### src/rtl/bias_seq_ctrl.sv
// bias_seq_ctrl: loads a bias vector into the inactive cascade registers and promotes it on request.
module bias_seq_ctrl #(
  parameter int N = 4,
  parameter int W = 16
) (
  input  logic         clk,
  input  logic         rst,
  input  logic         start_in,
  input  logic         backward_in,
  input  logic [W-1:0] bias_in,
  input  logic         bias_in_valid,
  output logic         bias_in_ready,
  input  logic         switch_req_in,
  output logic         load_bias_out,
  output logic [W-1:0] bias_scalar_out,
  output logic         bias_switch_out,
  output logic         bias_backward_out,
  output logic         armed_out,
  output logic         err_out
);
  localparam int CW = (N > 2) ? $clog2(N) : 1;
  localparam logic [1:0] IDLE = 2'd0, FILL = 2'd1, SHIFT = 2'd2, ARMED = 2'd3;
  logic [1:0]    state;
  logic [CW-1:0] fill_cnt, shift_cnt;
  logic          pending_mode;
  logic [W-1:0]  bias_buf [N];
  logic          go;
  assign go = start_in & (state == IDLE | (state == ARMED & switch_req_in));
  // Outputs are computed one edge ahead so every output comes straight from a flop.
  always_ff @(posedge clk) begin
    if (rst) begin
      state             <= IDLE;
      fill_cnt          <= '0;
      shift_cnt         <= '0;
      pending_mode      <= 1'b0;
      bias_in_ready     <= 1'b0;
      load_bias_out     <= 1'b0;
      bias_scalar_out   <= '0;
      bias_switch_out   <= 1'b0;
      bias_backward_out <= 1'b0;
      armed_out         <= 1'b0;
      err_out           <= 1'b0;
      for (int i = 0; i < N; i++) bias_buf[i] <= '0;
    end else begin
      bias_switch_out <= 1'b0;
      err_out         <= switch_req_in & (state != ARMED);
      case (state)
        FILL: if (bias_in_valid & bias_in_ready) begin
          bias_buf[fill_cnt] <= bias_in;
          fill_cnt           <= fill_cnt + 1'b1;
          if (fill_cnt == CW'(N - 1)) begin
            state           <= SHIFT;
            bias_in_ready   <= 1'b0;
            load_bias_out   <= 1'b1;
            bias_scalar_out <= bias_in;
            shift_cnt       <= '0;
          end
        end
        SHIFT: if (shift_cnt == CW'(N - 1)) begin
          state           <= ARMED;
          load_bias_out   <= 1'b0;
          bias_scalar_out <= '0;
          armed_out       <= 1'b1;
        end else begin
          shift_cnt       <= shift_cnt + 1'b1;
          bias_scalar_out <= bias_buf[CW'(N - 2) - shift_cnt];
        end
        ARMED: if (switch_req_in) begin
          bias_switch_out   <= 1'b1;
          bias_backward_out <= pending_mode;
          armed_out         <= 1'b0;
          state             <= IDLE;
        end
        default: ;
      endcase
      if (go) begin
        state         <= FILL;
        pending_mode  <= backward_in;
        fill_cnt      <= '0;
        shift_cnt     <= '0;
        bias_in_ready <= 1'b1;
      end
    end
  end
endmodule

### config.mk
export PLATFORM = sky130hd
export DESIGN_NAME = bias_seq_ctrl
export DESIGN_NICKNAME = d
export VERILOG_FILES = /design/src/rtl/bias_seq_ctrl.sv
export SDC_FILE = /design/constraint.sdc
export NUM_CORES = 1
export LEC_CHECK = 0
export ABC_AREA = 1
export BUFFER_PORTS_ARGS = -buffer_cell sky130_fd_sc_hd__buf_2
export CAP_MARGIN = 15
export CORE_ASPECT_RATIO = 1.4
export CORE_MARGIN = 5
export CORE_UTILIZATION = 50
export DETAILED_ROUTE_END_ITERATION = 12
export GPL_ROUTABILITY_DRIVEN = 1
export PLACE_DENSITY_LB_ADDON = 0.1
export SETUP_SLACK_MARGIN = 0.4
export SYNTH_ARGS = -nofsm -noshare
export SYNTH_HDL_FRONTEND = slang
export SYNTH_SLANG_ARGS = --single-unit
### constraint.sdc
create_clock -name clk -period 1.93 [get_ports clk]
set_input_delay 0.4825 -clock clk [delete_from_list [all_inputs] [get_ports clk]]
set_output_delay 0.4825 -clock clk [all_outputs]
set_load 0.02 [all_outputs]
==> results.yml, run 1 <==
outcome:
  status: "complete, no violations"
timing:
  grt_setup_unrepaired: "true"
  skew_ns: 0.00782
  slew_headroom: 0.575
  setup_tns_ns: 0
  layout_worst_path_cycle_share: 0.870
  tightest_slew_ns: 0.636
  slew_violations: 0
  timing.final.crit_period_ns: 1.68
  setup_violations: 0
  timing.final.hold_violations: 0
  max_freq_ghz: 0.596
worst_setup_path:
  r2r_end: "bias_buf[0][6]"
  timing.rr.start: "state[1]"
  worstPathArrival_ns: 1.87
  start_kind: "flop"
  endpoint_kind: "flop"
  r2r_slack_ns: 0.25
  crit_type: "flop to flop"
  cp_data_required_time_ns: 2.12
  reg2reg_depth: 11
  path_max_fanout: 8
global_routing:
  grt_pass1_vias: 3381
  grt_max_degree: 30
  antenna_found_initial: 0
  grt_pass1_wl_um: 16700
  overflow: 0
  track_usage: 0.211
routing:
  wl_per_cell_um: 17.2
  drt_iter0_drc: 323
  route.detailed.drc: 0
  vias_per_cell: 5.38
  ant_nets: 0
  totalWireLength_um: 11400
  first_pass_iters: 5
  via_count: 3553
die:
  dieHeight_um: 119
  start_util: 0.516
  coreArea_um2: 8250
  rows: 39
  die_area_um2: 10500
  top_level_ports: 44
  die_x_um: 87.9
synthesis:
  yosysSeqAreaShare: 0.588
  synth_nets: 514
  synth_top_area_share: 0.452
  synth_simple_gate_area_frac: 0.259
  synth_area_um2: 4250
  yosysUniqueCellTypes: 21
  ys_ff_latch: 93
  synthXorXnorAreaFrac: 0
  synth_top_cell_by_area: "edfxtp_1"
  synth_fa_ha_area_frac: 0.0177
  yosys-mux-area-fraction: 0
  synthTopCellsByArea: "edfxtp_1 (45%), dfxtp_1 (14%), nand2_1 (9.8%)"
  synth_cells: 486
  synth_top_family_by_area: "simple AND/OR/NAND/NOR gates"
  synth_area_per_cell_um2: 8.75
  yosysWarnings: 0
  synth_compound_area_frac: 0.0653
placement:
  hpwl_um: 6780
  port_buffers: 43
  routabilityCongestion: 0.805
hold_path:
  min_delay_path_depth: 3
  hp-start: "switch_req_in"
  min_path_type: "input port to flop"
  hold_path_end: "err_out"
final_layout:
  num_antenna_cells: 0
  layout-drive-gt1-share: 0.306
  finalNetCount: 582
  final_core_util: 0.673
  layout-area-overhead-vs-synth_pct: 30.5
clock_tree:
  cts-root-buf: "clkbuf_16"
  insertion_delay_ns: 0.33
  numCtsBuffers: 9
  clockBufferDepth: 2
  hold_buffers: 0
  cts_tree: "built"
  cts_htree_levels: 3
  clk_pin_slew_ns: 0.06
  cts_sinks: 93
power:
  ir_worst_vdd_mv: 0.672
  powerDensity_nw_per_um2: 839
  finalPower_uw: 4660
  p_leak_uw: 0.00234
flow_run:
  cap_violations: 0
==> per-stage QoR <==
step	setup slack [ns]	cell area [um^2]	hold slack, ns	cells
final	0.251	5550	0.386	661
after floorplan	0.240	4330	0.429	486
after global routing	0.188	5550	0.389	661
after CTS	0.321	5160	0.380	651
after detailed placement	0.167	4690	0.454	623
after global placement	0.188	4690	0.436	623
==> routing by layer <==
layer,vias up,global-route usage,routed length [um]
li1,1738,-,-
met5,-,0,0
met2,111,0.369,6200
met4,0,0.0873,185
met1,1689,0.246,4380
met3,15,0.0435,620
==> cells in the final DEF, fill, tap and decap left out, types with 14 or more instances in the layout <==
master and count:
nand2_1 98, edfxtp_1 64, nor2_1 59, buf_2 44, inv_1 40, nand3_1 40, a21oi_1 25, dfxtp_1 24
buf_4 23, nor2_4 14
==> what timing repair did <==
item,in CTS,in global routing
resized for setup,18,78
cloned,3,4
setup buffers,9,6
pin swaps,6,18
endpoints found under the setup margin,145,150
==> power breakdown <==
| part | switching, uW | total (uW) | internal (uW) |
|---|---|---|---|
| logic | 432 | 672 | 239 |
| registers | 45.0 | 2270 | 2230 |
| clock network | 719 | 1720 | 996 |
==> worst max-delay path by stage <==
stage	startpoint	to	slack, ns	cells after the start
final	state[1]	bias_buf[0][6]	0.25	11
after global placement	bias_in_valid	bias_buf[2][2]	0.19	7
after CTS	state[1]	bias_buf[0][9]	0.32	10
after detailed placement	state[0]	bias_scalar_out[11]	0.17	6
after global routing	state[1]	bias_buf[0][15]	0.19	11
after floorplan	state[1]	bias_buf[1][0]	0.24	11
==> layout make-up <==
type | instances | area, um^2
Clock inverter | 5 | 51.3
Inverter | 49 | 196
Sequential cell | 93 | 2510
Clock buffer | 11 | 233
Timing Repair Buffer | 77 | 576
Tap cell | 102 | 128
Multi-Input combinational cell | 324 | 1850
Fill cell | 689 | 2700
==> flip-flops by register name, indices dropped and copies added (netlist names) <==
register and count:
bias_backward_out 1, load_bias_out 1, bias_switch_out 1, state 2
fill_cnt 2, err_out 1, bias_scalar_out 16, bias_in_ready 1
pending_mode 1, bias_buf 64, shift_cnt 2, armed_out 1
==> logic make-up (layout without fill, tap and decap cells) <==
logic type	after synthesis	count (layout)
buf+inv	73	142
simple gates	259	263
compound gates	55	55
fa+ha+maj	6	6
flops	93	93
==> critical path, cell delays in order (launching register included) <==
cell,delay (ns)
dfxtp_4,0.36
inv_4,0.06
ha_4,0.13
inv_2,0.04
nor2_4,0.10
inv_4,0.06
nor2_4,0.12
inv_2,0.06
nor2_4,0.16
nand2_4,0.15
clkbuf_16,0.20
nor2_1,0.09
==> cell usage after synthesis <==
cell type,count
a21oi_1,38
buf_2,6
buf_6,2
clkbuf_1,16
dfxtp_1,29
edfxtp_1,64
ha_1,6
inv_1,45
inv_2,4
nand2_1,111
nand2_4,2
nand3_1,40
nand4_1,4
nor2_1,82
nor2_4,4
nor3_1,14
nor3b_1,1
o211ai_1,1
o21ai_0,15
o21ai_1,1
or2_2,1
Power figures use the tool's default switching activity.
==> run 2, diff against run 1 <==
--- a/config.mk
+++ b/config.mk
@@ -14,6 +14,7 @@
 export DETAILED_ROUTE_END_ITERATION = 12
 export GPL_ROUTABILITY_DRIVEN = 1
 export PLACE_DENSITY_LB_ADDON = 0.1
+export RECOVER_POWER = 100
 export SETUP_SLACK_MARGIN = 0.4
 export SYNTH_ARGS = -nofsm -noshare
 export SYNTH_HDL_FRONTEND = slang
==> run 2 against run 1 <==
  * Die area stayed put
  * Fmax is 6.0% lower
  * Design area is 2.3% lower
  * Clock skew is 0.0026 ns lower
  * Hold slack better by 0.0016 ns
  * Sequential cell count stayed put
  * Non-clock buffer count stayed put
  * Highest routed layer unchanged
==> results.yml, run 2 (synthesized netlist as in run 1, its figures left out) <==
worst_setup_path:
  cp_data_required_time_ns: 2.13
  worstPathArrival_ns: 1.98
  reg2reg_depth: 10
  crit_type: "flop to flop"
  timing.rr.start: "state[0]"
  start_kind: "flop"
  path_max_fanout: 8
  r2r_end: "bias_buf[0][12]"
  endpoint_kind: "flop"
  r2r_slack_ns: 0.14
routing:
  drt_iter0_drc: 290
  totalWireLength_um: 11400
  wl_per_cell_um: 17.2
  vias_per_cell: 5.41
  ant_nets: 0
  first_pass_iters: 5
  route.detailed.drc: 0
  via_count: 3576
final_layout:
  top_register: "bias_buf"
  n_fill_cell: 724
  final_common_cell: "nand2_1"
  num_antenna_cells: 0
  final_cell_mix: "nand2_1 (100), edfxtp_1 (64), nor2_1 (59)"
  finalNetCount: 582
  reg.largest.list: "bias_buf x64, bias_scalar_out x16"
  largest_reg_flops: 64
  fin_area_um2: 5420
  layout-area-overhead-vs-synth_pct: 27.4
  layout-drive-gt1-share: 0.236
hold_path:
  min_delay_path_depth: 3
  min_path_type: "input port to flop"
  hp-start: "switch_req_in"
  hold_path_end: "err_out"
timing:
  layout_worst_path_cycle_share: 0.926
  slew_headroom: 0.597
  setup_tns_ns: 0
  max_freq_ghz: 0.560
  timing.final.crit_period_ns: 1.79
  layout_setup_ws_ns: 0.144
  skew_ns: 0.00522
  tightest_slew_ns: 0.603
  grt_setup_unrepaired: "true"
  slew_violations: 0
  setup_violations: 0
  timing.final.hold_violations: 0
power:
  power_frac_seq: 0.492
  p_leak_uw: 0.00221
  p_int_uw: 3430
  swShare: 0.258
  finalPower_uw: 4620
  power_frac_clock: 0.372
  p_comb_frac: 0.136
  powerDensity_nw_per_um2: 852
  power_switching_uw: 1190
  ir_worst_vdd_mv: 0.673
clock_tree:
  clk_pin_slew_ns: 0.06
  cts_htree_levels: 3
  clockBufferDepth: 2
  numCtsBuffers: 9
  cts-root-buf: "clkbuf_16"
  cts_tree: "built"
  cts_sinks: 93
  insertion_delay_ns: 0.34
  hold_buffers: 0
global_routing:
  grt_pass1_vias: 3381
  overflow: 0
  grt_max_degree: 30
  antenna_found_initial: 0
  track_usage: 0.211
  grt_pass1_wl_um: 16700
die:
  start_util: 0.516
  top_level_ports: 44
  dieHeight_um: 119
  die_x_um: 87.9
  rows: 39
  coreArea_um2: 8250
  die_area_um2: 10500
outcome:
  status: "complete, no violations"
placement:
  preCtsSetupSlack_ns: 0.167
  routabilityCongestion: 0.805
  placed_area_um2: 4690
  port_buffers: 43
  hpwl_um: 6780
flow_run:
  cap_violations: 0
## run 2: what timing repair did
| item | 4_1_cts | 5_1_grt |
|---|---|---|
| pin swaps | 6 | 18 |
| endpoints found under the setup margin | 145 | 150 |
| gates cloned | 3 | 4 |
| gates resized for setup | 18 | 78 |
| setup buffers | 9 | 6 |
## run 2: per-stage QoR
step                      hold WS [ns]   util  instances
after global routing             0.390  0.657        661
after floorplan                  0.429      -        486
after CTS                        0.380  0.625        651
after detailed placement         0.454  0.568        623
final                            0.387  0.657        661
after global placement           0.436  0.568        623
## run 2: routing by layer
| metal | vias up | share of wire | GRT usage |
|---|---|---|---|
| met3 | 16 | 0.060 | 0.0435 |
| met1 | 1693 | 0.38 | 0.246 |
| li1 | 1734 | - | - |
| met5 | - | 0 | 0 |
| met4 | 0 | 0.022 | 0.0873 |
| met2 | 133 | 0.54 | 0.369 |
## run 2: worst max path at each step
stage	from	endpoint	slack, ns	cells after the start
after floorplan	state[1]	bias_buf[1][0]	0.24	11
after global placement	bias_in_valid	bias_buf[2][2]	0.19	7
after global routing	state[0]	bias_buf[0][15]	0.09	10
after CTS	state[1]	bias_buf[0][9]	0.32	10
final	state[0]	bias_buf[0][12]	0.14	10
after detailed placement	state[0]	bias_scalar_out[11]	0.17	6
## run 2: final cells by class
type	instances	area, um^2	share of cell area
timing repair buffer	77	518	0.0956
tap	102	128	0.0235
inverter	49	196	0.0362
sequential	93	2510	0.463
multi-input combinational	324	1780	0.329
clock buffer	11	233	0.0429
clock inverter	5	51.3	0.00946
## run 2: power by group through the flow
| stage | registers [uW] | clock network, uW | logic [uW] |
|---|---|---|---|
| 3_3_place_gp | 2310 | 0 | 512 |
| 4_1_cts | 2270 | 1720 | 562 |
| 3_5_place_dp | 2310 | 0 | 523 |
| 5_1_grt | 2280 | 1820 | 687 |
| 2_1_floorplan | 2350 | 0 | 306 |
| 6_report | 2270 | 1720 | 627 |
## run 2: critical path, stage by stage (launching register included)
cell and delay [ns]:
dfxtp_1 0.44, ha_4 0.18, inv_2 0.05, nor2_4 0.10
inv_4 0.06, nor2_4 0.11, inv_1 0.10, nor2_4 0.17
nand2_4 0.15, clkbuf_16 0.20, nor2_1 0.09
==> run 3, diff against run 2 <==
--- a/config.mk
+++ b/config.mk
@@ -8,7 +8,6 @@
 export ABC_AREA = 1
 export BUFFER_PORTS_ARGS = -buffer_cell sky130_fd_sc_hd__buf_2
 export CAP_MARGIN = 15
-export CORE_ASPECT_RATIO = 1.4
 export CORE_MARGIN = 5
 export CORE_UTILIZATION = 50
 export DETAILED_ROUTE_END_ITERATION = 12
==> run 3 against run 2 <==
  * Via count is 0.39% lower
  * Power fell by 7.6%
  * Sequential share of layout area up 1.0 points
  * Wire length shrank 0.78%
  * Sequential cell count unchanged
  * Worst setup slack gained 0.063 ns
  * First-iteration DRC count down 21%
  * Hold slack got worse by 0.031 ns
  * Cell count up 0.30%
  * Design area fell by 2.1%
  * Critical endpoint is now bias_buf[0][10]
  * Highest routed layer unchanged
==> results.yml, run 3 (synthesized netlist as in run 1, its figures left out) <==
outcome:
  status: "complete, no violations"
routing:
  drt_iter0_drc: 228
  wl_per_cell_um: 17.0
  vias_per_cell: 5.37
  route.detailed.drc: 0
  via_count: 3562
  first_pass_iters: 5
  ant_nets: 0
  totalWireLength_um: 11300
die:
  dieHeight_um: 102
  top_level_ports: 44
  die_area_um2: 10500
  die_x_um: 102
  start_util: 0.515
  coreArea_um2: 8260
  rows: 33
power:
  p_comb_frac: 0.135
  p_leak_uw: 0.00219
  power_frac_seq: 0.531
  power_frac_clock: 0.334
  p_int_uw: 3150
  powerDensity_nw_per_um2: 804
  power_switching_uw: 1120
  ir_worst_vdd_mv: 0.653
  swShare: 0.263
timing:
  layout_worst_path_cycle_share: 0.893
  timing.final.hold_violations: 0
  slew_headroom: 0.780
  layout_setup_ws_ns: 0.207
  skew_ns: 0.00884
  timing.final.crit_period_ns: 1.72
  whs_ns: 0.356
  setup_tns_ns: 0
  setup_violations: 0
  grt_setup_unrepaired: "true"
  tightest_slew_ns: 0.329
  slew_violations: 0
  max_freq_ghz: 0.580
worst_setup_path:
  r2r_end: "bias_buf[0][10]"
  worstPathArrival_ns: 1.79
  r2r_slack_ns: 0.21
  path_max_fanout: 8
  start_kind: "flop"
  crit_end: "bias_buf[0][10]"
  crit_type: "flop to flop"
  timing.rr.start: "state[0]"
  startpoint: "state[0]"
  endpoint_kind: "flop"
  reg2reg_depth: 9
  cp_data_required_time_ns: 2.00
placement:
  place_inst: 627
  hpwl_um: 6560
  routabilityCongestion: 0.787
  port_buffers: 43
  preCtsSetupSlack_ns: 0.206
  placed_area_um2: 4700
final_layout:
  final_cells: 663
  fin_area_um2: 5310
  top_register: "bias_buf"
  reg.largest.list: "bias_buf x64, bias_scalar_out x16"
  finalNetCount: 581
  num_antenna_cells: 0
  final_common_cell: "nand2_1"
  layout-drive-gt1-share: 0.204
  largest_reg_flops: 64
  layout-area-overhead-vs-synth_pct: 24.7
  final_cell_mix: "nand2_1 (106), nor2_1 (72), edfxtp_1 (64)"
clock_tree:
  cts_htree_levels: 3
  numCtsBuffers: 9
  cts_tree: "built"
  clockBufferDepth: 2
  clk_pin_slew_ns: 0.09
  cts-root-buf: "clkbuf_8"
  insertion_delay_ns: 0.36
  hold_buffers: 0
  cts_sinks: 93
global_routing:
  grt_max_degree: 35
  track_usage: 0.213
  grt_pass1_vias: 3341
  antenna_found_initial: 0
  grt_pass1_wl_um: 16900
  overflow: 0
flow_run:
  cap_violations: 0
hold_path:
  min_path_type: "input port to flop"
[run 3: critical path, cell delays in order (launching register included)]
cell	delay, ns
dfxtp_1	0.45
ha_4	0.21
inv_4	0.04
nor2_4	0.08
inv_2	0.07
nor2_4	0.09
inv_2	0.06
nor2_4	0.14
nand2_4	0.15
nand2_8	0.14
[run 3: layer usage]
metal,GRT usage,share of wire
met1,0.287,0.44
met4,0.0484,0.0077
met3,0.0410,0.056
met2,0.359,0.49
met5,0,0
[run 3: area by class of cell]
class,instances,area (um^2)
fillers,717,2950
flip-flops and latches,93,2510
multi-input cells,323,1690
repair buffers,77,566
inverters,49,198
well taps,105,131
clock buffers,10,128
clock inverters,6,86.3
[run 3: timing repair]
item | CTS | global route
pin swaps | 10 | 8
setup buffers | 7 | 5
hold endpoints to repair | 0 | 0
cloned | 3 | 5
setup endpoints to repair | 145 | 136
gates resized for setup | 25 | 45
[run 3: worst min-delay path by stage]
stage / start / endpoint / slack [ns] / depth (start not counted)
after floorplan: pending_mode / bias_backward_out / 0.43 / 2
after global placement: pending_mode / pending_mode / 0.44 / 2
after detailed placement: pending_mode / bias_backward_out / 0.45 / 2
after CTS: switch_req_in / err_out / 0.35 / 3
after global routing: switch_req_in / err_out / 0.36 / 3
final: switch_req_in / err_out / 0.36 / 3
[run 3: power groups by stage]
stage | Sequential (uW) | Clock (uW) | Combinational, uW
global placement | 2310 | 0 | 509
detailed placement | 2310 | 0 | 519
CTS | 2270 | 1440 | 566
finish | 2270 | 1420 | 577
floorplan | 2350 | 0 | 306
global route | 2280 | 1530 | 639
[run 3: metrics by stage]
| step | util | total power (uW) |
|---|---|---|
| after floorplan | - | 2650 |
| after global placement | 0.569 | 2810 |
| after detailed placement | 0.569 | 2830 |
| after CTS | 0.620 | 4270 |
| after global routing | 0.642 | 4450 |
| final | 0.642 | 4270 |
